`src/rtl/control_seq_if.sv`:
```
// Datapath/memory-port bundle of the multicycle control sequencer.
// The master side is the sequencer; the slave side is the datapath and memory port.
interface control_seq_if;
  logic       Start_i;
  logic [6:0] Opcode_i;
  logic [6:0] Funct7_i;
  logic       Zero_i;
  logic       MemReady_i;
  logic       PCWrite_o;
  logic       IRWrite_o;
  logic       RegWrite_o;
  logic       MemRead_o;
  logic       MemWrite_o;
  logic       MemToReg_o;
  logic       ALUSrc_o;
  logic       IorD_o;
  logic       PCSrc_o;
  logic [1:0] ALUOp_o;
  logic       Busy_o;
  logic       Illegal_o;
  logic       Timeout_o;
  logic [3:0] State_o;

  modport master (
    input  Start_i, Opcode_i, Funct7_i, Zero_i, MemReady_i,
    output PCWrite_o, IRWrite_o, RegWrite_o, MemRead_o, MemWrite_o, MemToReg_o,
           ALUSrc_o, IorD_o, PCSrc_o, ALUOp_o, Busy_o, Illegal_o, Timeout_o, State_o
  );

  modport slave (
    output Start_i, Opcode_i, Funct7_i, Zero_i, MemReady_i,
    input  PCWrite_o, IRWrite_o, RegWrite_o, MemRead_o, MemWrite_o, MemToReg_o,
           ALUSrc_o, IorD_o, PCSrc_o, ALUOp_o, Busy_o, Illegal_o, Timeout_o, State_o
  );
endinterface

```
`src/rtl/control_seq.sv`:
```
// Multicycle control sequencer: fetch/decode/execute/memory/writeback with memory
// wait states, multi-cycle multiply wait, memory timeout and sticky illegal-opcode trap.
module control_seq #(
  parameter int unsigned MUL_LATENCY = 3,
  parameter int unsigned MEM_TIMEOUT = 0
) (
  input logic           clk_i,
  input logic           rst_i,
  control_seq_if.master bus
);

  localparam logic [6:0] OPCODE_OP     = 7'b0110011;
  localparam logic [6:0] OPCODE_IMM    = 7'b0010011;
  localparam logic [6:0] OPCODE_LOAD   = 7'b0000011;
  localparam logic [6:0] OPCODE_STORE  = 7'b0100011;
  localparam logic [6:0] OPCODE_BRANCH = 7'b1100011;
  localparam logic [6:0] FUNCT7_MEXT   = 7'b0000001;

  localparam logic [1:0] ALU_OP_STR = 2'b00;
  localparam logic [1:0] ALU_OP_REG = 2'b10;
  localparam logic [1:0] ALU_OP_IMM = 2'b11;

  localparam bit         MUL_MULTI    = (MUL_LATENCY > 32'd1);
  localparam logic [3:0] MUL_LOAD     = MUL_MULTI ? 4'(MUL_LATENCY - 32'd2) : 4'd0;
  localparam bit         TIMEOUT_EN   = (MEM_TIMEOUT != 32'd0);
  localparam logic [8:0] TIMEOUT_LIM  = 9'(MEM_TIMEOUT);

  typedef enum logic [3:0] {
    S_IDLE   = 4'd0,
    S_FETCH  = 4'd1,
    S_DECODE = 4'd2,
    S_EXEC   = 4'd3,
    S_MULW   = 4'd4,
    S_MEM    = 4'd5,
    S_WB     = 4'd6,
    S_BRANCH = 4'd7,
    S_TRAP   = 4'd8
  } state_t;

  typedef enum logic [2:0] {
    C_NONE   = 3'd0,
    C_OP     = 3'd1,
    C_MUL    = 3'd2,
    C_IMM    = 3'd3,
    C_LOAD   = 3'd4,
    C_STORE  = 3'd5,
    C_BRANCH = 3'd6
  } class_t;

  function automatic class_t decode_class(input logic [6:0] op, input logic [6:0] f7);
    case (op)
      OPCODE_OP:     decode_class = (f7 == FUNCT7_MEXT) ? C_MUL : C_OP;
      OPCODE_IMM:    decode_class = C_IMM;
      OPCODE_LOAD:   decode_class = C_LOAD;
      OPCODE_STORE:  decode_class = C_STORE;
      OPCODE_BRANCH: decode_class = C_BRANCH;
      default:       decode_class = C_NONE;
    endcase
  endfunction

  function automatic logic [1:0] class_alu_op(input class_t cls);
    case (cls)
      C_IMM, C_LOAD: class_alu_op = ALU_OP_IMM;
      C_STORE:       class_alu_op = ALU_OP_STR;
      default:       class_alu_op = ALU_OP_REG;
    endcase
  endfunction

  function automatic logic class_alu_src(input class_t cls);
    case (cls)
      C_IMM, C_LOAD, C_STORE: class_alu_src = 1'b1;
      default:                class_alu_src = 1'b0;
    endcase
  endfunction

  state_t     r_state;
  class_t     r_class;
  logic [3:0] r_mul_cnt;
  logic [7:0] r_wait_cnt;
  logic       r_illegal;
  logic       r_timeout;

  class_t     w_dec_class;
  state_t     w_end_state;
  logic       w_wait_expired;

  logic       w_pc_write;
  logic       w_ir_write;
  logic       w_reg_write;
  logic       w_mem_read;
  logic       w_mem_write;
  logic       w_mem_to_reg;
  logic       w_alu_src;
  logic       w_iord;
  logic       w_pc_src;
  logic [1:0] w_alu_op;

  assign w_dec_class = decode_class(bus.Opcode_i, bus.Funct7_i);
  assign w_end_state = bus.Start_i ? S_FETCH : S_IDLE;

  // Expiry fires on the wait cycle that would bring the counter up to the limit.
  assign w_wait_expired = TIMEOUT_EN && !bus.MemReady_i &&
                          (({1'b0, r_wait_cnt} + 9'd1) == TIMEOUT_LIM);

  // Sequencer state, class register, multiply/wait counters and sticky flags.
  always_ff @(posedge clk_i or posedge rst_i) begin
    if (rst_i) begin
      r_state    <= S_IDLE;
      r_class    <= C_NONE;
      r_mul_cnt  <= 4'd0;
      r_wait_cnt <= 8'd0;
      r_illegal  <= 1'b0;
      r_timeout  <= 1'b0;
    end else begin
      case (r_state)
        S_IDLE: begin
          if (bus.Start_i) begin
            r_state    <= S_FETCH;
            r_wait_cnt <= 8'd0;
          end
        end
        S_FETCH: begin
          if (bus.MemReady_i) begin
            r_state <= S_DECODE;
          end else if (w_wait_expired) begin
            r_state   <= S_TRAP;
            r_timeout <= 1'b1;
          end else begin
            r_wait_cnt <= r_wait_cnt + 8'd1;
          end
        end
        S_DECODE: begin
          r_class <= w_dec_class;
          case (w_dec_class)
            C_BRANCH: r_state <= S_BRANCH;
            C_NONE: begin
              r_state   <= S_TRAP;
              r_illegal <= 1'b1;
            end
            default:  r_state <= S_EXEC;
          endcase
        end
        S_EXEC: begin
          case (r_class)
            C_MUL: begin
              if (MUL_MULTI) begin
                r_state   <= S_MULW;
                r_mul_cnt <= MUL_LOAD;
              end else begin
                r_state <= S_WB;
              end
            end
            C_LOAD, C_STORE: begin
              r_state    <= S_MEM;
              r_wait_cnt <= 8'd0;
            end
            default: r_state <= S_WB;
          endcase
        end
        S_MULW: begin
          if (r_mul_cnt == 4'd0) begin
            r_state <= S_WB;
          end else begin
            r_mul_cnt <= r_mul_cnt - 4'd1;
          end
        end
        S_MEM: begin
          if (bus.MemReady_i) begin
            r_wait_cnt <= 8'd0;
            r_state    <= (r_class == C_LOAD) ? S_WB : w_end_state;
          end else if (w_wait_expired) begin
            r_state   <= S_TRAP;
            r_timeout <= 1'b1;
          end else begin
            r_wait_cnt <= r_wait_cnt + 8'd1;
          end
        end
        S_WB, S_BRANCH: begin
          r_state    <= w_end_state;
          r_wait_cnt <= 8'd0;
        end
        S_TRAP: r_state <= S_TRAP;
        default: r_state <= S_TRAP;
      endcase
    end
  end

  // Mealy strobe decode from state, class register, Zero_i and MemReady_i.
  always_comb begin
    w_pc_write   = 1'b0;
    w_ir_write   = 1'b0;
    w_reg_write  = 1'b0;
    w_mem_read   = 1'b0;
    w_mem_write  = 1'b0;
    w_mem_to_reg = 1'b0;
    w_alu_src    = 1'b0;
    w_iord       = 1'b0;
    w_pc_src     = 1'b0;
    w_alu_op     = 2'b00;
    case (r_state)
      S_FETCH: begin
        w_mem_read = 1'b1;
        w_ir_write = bus.MemReady_i;
        w_pc_write = bus.MemReady_i;
      end
      S_EXEC, S_MULW: begin
        w_alu_op  = class_alu_op(r_class);
        w_alu_src = class_alu_src(r_class);
      end
      S_MEM: begin
        w_iord      = 1'b1;
        w_alu_op    = class_alu_op(r_class);
        w_alu_src   = class_alu_src(r_class);
        w_mem_read  = (r_class == C_LOAD);
        w_mem_write = (r_class == C_STORE);
      end
      S_WB: begin
        w_reg_write  = 1'b1;
        w_mem_to_reg = (r_class == C_LOAD);
      end
      S_BRANCH: begin
        w_alu_op   = ALU_OP_REG;
        w_pc_src   = 1'b1;
        w_pc_write = bus.Zero_i;
      end
      default: begin
        w_alu_op = 2'b00;
      end
    endcase
  end

  assign bus.PCWrite_o  = w_pc_write;
  assign bus.IRWrite_o  = w_ir_write;
  assign bus.RegWrite_o = w_reg_write;
  assign bus.MemRead_o  = w_mem_read;
  assign bus.MemWrite_o = w_mem_write;
  assign bus.MemToReg_o = w_mem_to_reg;
  assign bus.ALUSrc_o   = w_alu_src;
  assign bus.IorD_o     = w_iord;
  assign bus.PCSrc_o    = w_pc_src;
  assign bus.ALUOp_o    = w_alu_op;
  assign bus.Busy_o     = (r_state != S_IDLE) && (r_state != S_TRAP);
  assign bus.Illegal_o  = r_illegal;
  assign bus.Timeout_o  = r_timeout;
  assign bus.State_o    = r_state;

endmodule

```
`src/flat_wrapper.sv`:
```
// flat-port wrapper written by rule: the top's interface ports become plain ports
module control_seq_flat 
#(
  parameter int unsigned MUL_LATENCY = 3,
  parameter int unsigned MEM_TIMEOUT = 0
)
  (clk_i, rst_i, bus_Start_i, bus_Opcode_i, bus_Funct7_i, bus_Zero_i, bus_MemReady_i, bus_PCWrite_o, bus_IRWrite_o, bus_RegWrite_o, bus_MemRead_o, bus_MemWrite_o, bus_MemToReg_o, bus_ALUSrc_o, bus_IorD_o, bus_PCSrc_o, bus_ALUOp_o, bus_Busy_o, bus_Illegal_o, bus_Timeout_o, bus_State_o);
  control_seq_if bus_i ();
  input logic clk_i;
  input logic rst_i;
  input wire logic [$bits(bus_i.Start_i)-1:0] bus_Start_i;
  input wire logic [$bits(bus_i.Opcode_i)-1:0] bus_Opcode_i;
  input wire logic [$bits(bus_i.Funct7_i)-1:0] bus_Funct7_i;
  input wire logic [$bits(bus_i.Zero_i)-1:0] bus_Zero_i;
  input wire logic [$bits(bus_i.MemReady_i)-1:0] bus_MemReady_i;
  output wire logic [$bits(bus_i.PCWrite_o)-1:0] bus_PCWrite_o;
  output wire logic [$bits(bus_i.IRWrite_o)-1:0] bus_IRWrite_o;
  output wire logic [$bits(bus_i.RegWrite_o)-1:0] bus_RegWrite_o;
  output wire logic [$bits(bus_i.MemRead_o)-1:0] bus_MemRead_o;
  output wire logic [$bits(bus_i.MemWrite_o)-1:0] bus_MemWrite_o;
  output wire logic [$bits(bus_i.MemToReg_o)-1:0] bus_MemToReg_o;
  output wire logic [$bits(bus_i.ALUSrc_o)-1:0] bus_ALUSrc_o;
  output wire logic [$bits(bus_i.IorD_o)-1:0] bus_IorD_o;
  output wire logic [$bits(bus_i.PCSrc_o)-1:0] bus_PCSrc_o;
  output wire logic [$bits(bus_i.ALUOp_o)-1:0] bus_ALUOp_o;
  output wire logic [$bits(bus_i.Busy_o)-1:0] bus_Busy_o;
  output wire logic [$bits(bus_i.Illegal_o)-1:0] bus_Illegal_o;
  output wire logic [$bits(bus_i.Timeout_o)-1:0] bus_Timeout_o;
  output wire logic [$bits(bus_i.State_o)-1:0] bus_State_o;
  assign bus_i.Start_i = bus_Start_i;
  assign bus_i.Opcode_i = bus_Opcode_i;
  assign bus_i.Funct7_i = bus_Funct7_i;
  assign bus_i.Zero_i = bus_Zero_i;
  assign bus_i.MemReady_i = bus_MemReady_i;
  assign bus_PCWrite_o = bus_i.PCWrite_o;
  assign bus_IRWrite_o = bus_i.IRWrite_o;
  assign bus_RegWrite_o = bus_i.RegWrite_o;
  assign bus_MemRead_o = bus_i.MemRead_o;
  assign bus_MemWrite_o = bus_i.MemWrite_o;
  assign bus_MemToReg_o = bus_i.MemToReg_o;
  assign bus_ALUSrc_o = bus_i.ALUSrc_o;
  assign bus_IorD_o = bus_i.IorD_o;
  assign bus_PCSrc_o = bus_i.PCSrc_o;
  assign bus_ALUOp_o = bus_i.ALUOp_o;
  assign bus_Busy_o = bus_i.Busy_o;
  assign bus_Illegal_o = bus_i.Illegal_o;
  assign bus_Timeout_o = bus_i.Timeout_o;
  assign bus_State_o = bus_i.State_o;
  control_seq #(.MUL_LATENCY(MUL_LATENCY), .MEM_TIMEOUT(MEM_TIMEOUT)) u_core (.clk_i(clk_i), .rst_i(rst_i), .bus(bus_i));
endmodule
```
`config.mk`:
```
export PLATFORM = sky130hd
export DESIGN_NAME = control_seq_flat
export DESIGN_NICKNAME = d
export VERILOG_FILES = /design/src/rtl/control_seq_if.sv /design/src/rtl/control_seq.sv /design/src/flat_wrapper.sv
export SDC_FILE = /design/constraint.sdc
export NUM_CORES = 1
export LEC_CHECK = 0
export ABC_CLOCK_PERIOD_IN_PS = 1600
export CAP_MARGIN = 20
export CORE_ASPECT_RATIO = 0.6
export CORE_MARGIN = 10
export CORE_UTILIZATION = 39
export DETAILED_ROUTE_END_ITERATION = 16
export HOLD_SLACK_MARGIN = 0.15
export PLACE_DENSITY_LB_ADDON = 0.15
export SETUP_SLACK_MARGIN = 0.4
export SYNTH_ARGS = -nofsm -noshare
export SYNTH_HDL_FRONTEND = slang
export SYNTH_SLANG_ARGS = --single-unit
```
`constraint.sdc`:
```
create_clock -name clk_i -period 1.6 [get_ports clk_i]
set_input_delay 0.16 -clock clk_i [delete_from_list [all_inputs] [get_ports clk_i]]
set_output_delay 0.16 -clock clk_i [all_outputs]
set_load 0.1 [all_outputs]
```
==> results.toml, run 1 <==
[floorplan]
die_x_um = 83.46
die_h_um = 58.07
io-pin-count = 37
num_rows = 13
start_util_pct = 42.28

[synth]
synth_edf_count = 0
ys_types = 49
yosysTopAreaCell = "dfrtp_1"
synthArstFlopShare_pct = 100.0
synthTopCellsByArea = "dfrtp_1 32%, nor2_1 5.6%, nand2_1 3.2%, inv_1 2.8%, ha_1 2.7%"
syn_area_per_cell_um2 = 8.193
yosys_warnings = 0
yosys-top-cells-count = "14 x nor2_1, 12 x dfrtp_1, 8 x nand2_1"
synth-seq-area-share_pct = 31.87
ys_seq_elements = 12
synth.most_common_cell = "nor2_1"
synth_top_area_share_pct = 31.87
netlist_instances = 115
syn-cell-area_um2 = 942.2
synthFlopType = "dfrtp_1"
syn-num-nets = 136

[clock_tree]
cts_made_buffers = 3
postCtsSetupRepairBufs = 19
postCtsHoldBufs = 0
cts_resized = 49
cts.sinks = 12
clock_path_buffers = 2
clock-root-buffer = "clkbuf_8"
cts_max_level = 1

[placement]
portBuffers = 35
hpwl_um = 3072
dp.cells = 206
gp_congestion = 0.9073
post-place-ws_ps = -143.3

[status]
error = "[ERROR DPL-0038] Utilization greater than 100%, impossible to legalize"
outcome = "did not finish"
haltStage = "clock tree synthesis (4_1_cts)"
-- metrics by stage --
step	setup TNS, ps	cell area (um^2)	utilization (%)	hold slack [ps]
3_5_place_dp	-800.3	1856	83.27	509.4
3_3_place_gp	-336.8	1856	83.27	496.4
2_1_floorplan	-4875	1130	-	24.78
-- cell families after synthesis --
group	count (synthesis)	synth area share (%)
and+or+nand+nor	59	37.72
adders and majority gates	2	2.656
other	1	0.3980
AOI/OAI and AO/OA	25	18.73
DFF	12	31.87
xor gates and xnor gates	2	1.860
buffers and inverters	14	6.773
==> inputs of run 2 (changes only) <==
==> config.mk (replaced) <==
export PLATFORM = sky130hd
export DESIGN_NAME = control_seq_flat
export DESIGN_NICKNAME = d
export VERILOG_FILES = /design/src/rtl/control_seq_if.sv /design/src/rtl/control_seq.sv /design/src/flat_wrapper.sv
export SDC_FILE = /design/constraint.sdc
export NUM_CORES = 1
export LEC_CHECK = 0
export ABC_CLOCK_PERIOD_IN_PS = 2100
export CAP_MARGIN = 20
export CORE_AREA = 10 10 71 73
export DETAILED_ROUTE_END_ITERATION = 16
export DIE_AREA = 0 0 81 83
export PLACE_DENSITY_LB_ADDON = 0.15
export SYNTH_ARGS = -nofsm -noshare
export SYNTH_HDL_FRONTEND = slang
export SYNTH_SLANG_ARGS = --single-unit
==> constraint.sdc (replaced) <==
create_clock -name clk_i -period 2.1 [get_ports clk_i]
set_input_delay 0.21 -clock clk_i [delete_from_list [all_inputs] [get_ports clk_i]]
set_output_delay 0.21 -clock clk_i [all_outputs]
set_load 0.1 [all_outputs]
==> run 2 against run 1 <==
Compared with the run above:
- the run now ends clean
- area after synthesis stayed put
- synthesized cell count stayed put
==> results.toml, run 2 <==
[grt]
grt_max_degree = 17
gr-total-overflow = 0
grt_pass1_vias = 1038
track_usage_pct = 8.388
grt_pass1_wl_um = 4726
antenna_found_initial = 0

[layout]
final_cell_mix = "18 x clkdlybuf4s50_1, 11 x nor2_1, 11 x buf_12, 8 x buf_4, 8 x dfrtp_1"
syn2layout_area_growth_pct = 69.99
drive_above_1_share_pct = 33.56
fill_cells = 382
nets = 171
fin_cells = 197
num_antenna_cells = 0
layout_commonest_cell = "clkdlybuf4s50_1"
multi_input_area_um2 = 684.4
register_area_um2 = 315.3

[route]
routed_wl_um = 2771
vias = 965
first_iter_violations = 117
routedWlPerCell_um = 14.07
drtPass1Iterations = 4
drcViolationCount = 0
ant_nets = 0
vias_per_cell = 4.898

[sta]
worst_slack_ps = 148.5
finalSetupViolations = 0
timing.final.crit_share_pct = 92.93
period_needed_ps = 1952
max_freq_mhz = 512.4
rsz0062_at_grt = "false"
hold_viol = 0
tightest_slew_ps = 585.8
setup-tns-final_ps = 0
finClkSkew_ps = 2.265
relSlewSlack_pct = 60.39
holdWs_ps = 283.5
report.final.slew_viol_count = 0

[synth]
yosys-top-cells-count = "14 x nor2_1, 12 x dfrtp_1, 8 x nand2_1"
synthArstFlopShare_pct = 100.0
ys_seq_elements = 12
synth-seq-area-share_pct = 31.87
synthTopCellsByArea = "dfrtp_1 32%, nor2_1 5.6%, nand2_1 3.2%, inv_1 2.8%, ha_1 2.7%"
ys_types = 49
synth_edf_count = 0
synth.most_common_cell = "nor2_1"
netlist_instances = 115
synthFlopType = "dfrtp_1"
yosys_warnings = 0
syn-num-nets = 136
syn_area_per_cell_um2 = 8.193
syn-cell-area_um2 = 942.2
yosysTopAreaCell = "dfrtp_1"
synth_top_area_share_pct = 31.87

[placement]
post-place-ws_ps = 311.3
gp_congestion = 0.7497
hpwl_um = 2297
portBuffers = 35
dp.cells = 193

[pwr]
p_int_uw = 437.1
switching_share_pct = 22.77
p_switching_uw = 128.9
power_frac_comb_pct = 13.1
power.leakage_uw = 0.0005992
peakVddDrop_v = 0.0002290
power_frac_seq_pct = 41.8
p_per_area_nw_per_um2 = 353.4
clockPowerShare_pct = 45.0

[clock_tree]
cts_max_level = 1
cts.sinks = 12
postCtsSetupRepairBufs = 0
clkTransAtPathRegs_ps = 60
cts_resized = 0
cts_made_buffers = 3
postCtsHoldBufs = 0
cts_tree = "yes"
clock-root-buffer = "clkbuf_8"
clock_path_buffers = 2
clk_latency_ps = 240

[floorplan]
start_util_pct = 25.93
io-pin-count = 37
die_x_um = 81
num_rows = 22
die_h_um = 83
core_um2 = 3633
dieArea_um2 = 6723

[setup_path]
crit_path_start_kind = "register"
cp.arrival_ps = 1740
r2r_setup_slack_ps = 300
end_kind = "primary output"
cp.required_ps = 1890
path_class = "reg -> out"
rr_endpoint = "u_core.r_class[1]"
cp-startpoint = "u_core.r_class[1]"
reg2reg_from = "u_core.bus.State_o[2]"
critPathMaxFanout = 6
reg2reg_depth = 4

[status]
outcome = "finished, final reports clean"

[run]
maxCapViolCount = 0

[worst_hold_path]
hp-class = "in -> async"
run 2: cell counts after synthesis:
Identical to the previous run, type by type.
run 2: layout make-up:
| type | count | share of cell area [%] |
|---|---|---|
| Clock buffer | 4 | 3.437 |
| Inverter | 7 | 1.641 |
| Multi-Input combinational cell | 89 | 42.73 |
| Sequential cell | 12 | 19.69 |
| Tap cell | 48 | 3.750 |
| Timing Repair Buffer | 37 | 28.75 |
run 2: critical path, cell delays in order (launching register included):
cell,delay (ps)
dfrtp_1,420
or3b_1,560
a211oi_4,310
buf_12,210
run 2: worst max path at each step:
stage,end,slack [ps],depth (start not counted)
2_1_floorplan,bus_MemWrite_o,-210,3
3_3_place_gp,u_core.r_class[1],340,4
3_5_place_dp,u_core.r_class[1],310,4
4_1_cts,bus_MemRead_o,140,3
5_1_grt,bus_MemRead_o,90,3
6_report,bus_MemRead_o,150,3
run 2: metrics by stage:
| step | total power (uW) | area, um^2 | util (%) |
|---|---|---|---|
| 4_1_cts | 573.1 | 1602 | 44.08 |
| 3_3_place_gp | 315.4 | 1546 | 42.56 |
| 6_report | 566.0 | 1602 | 44.08 |
| 5_1_grt | 589.6 | 1602 | 44.08 |
| 2_1_floorplan | 274.3 | 1080 | - |
| 3_5_place_dp | 316.4 | 1546 | 42.56 |
run 2: per-layer routing:
metal | GRT usage (%) | wire length [um] | part of all wire [%] | vias to the layer above
li1 | - | - | - | 479
met1 | 10.25 | 1214 | 44 | 453
met2 | 13.47 | 1322 | 48 | 31
met3 | 2.694 | 214 | 7.7 | 2
met4 | 2.504 | 19 | 0.69 | 0
met5 | 0 | 0 | 0 | -
run 2: cell families (layout without fill, tap and decap cells):
family	after synthesis	count (layout)	synth area share, %
and+or+nand+nor	59	59	37.72
AOI/OAI and AO/OA	25	25	18.73
DFF	12	12	31.87
other	1	1	0.3980
xor gates and xnor gates	2	2	1.860
adders and majority gates	2	2	2.656
buffers and inverters	14	48	6.773
run 2: power by group through the flow:
stage | Clock, uW | Sequential, uW | Combinational (uW)
detailed placement | 0 | 241 | 75.2
global route | 272 | 237 | 80.6
global placement | 0 | 241 | 74.2
finish | 255 | 237 | 74.3
floorplan | 0 | 245 | 29.1
CTS | 261 | 237 | 75.4
No activity file was read; power rests on OpenSTA's default activity.
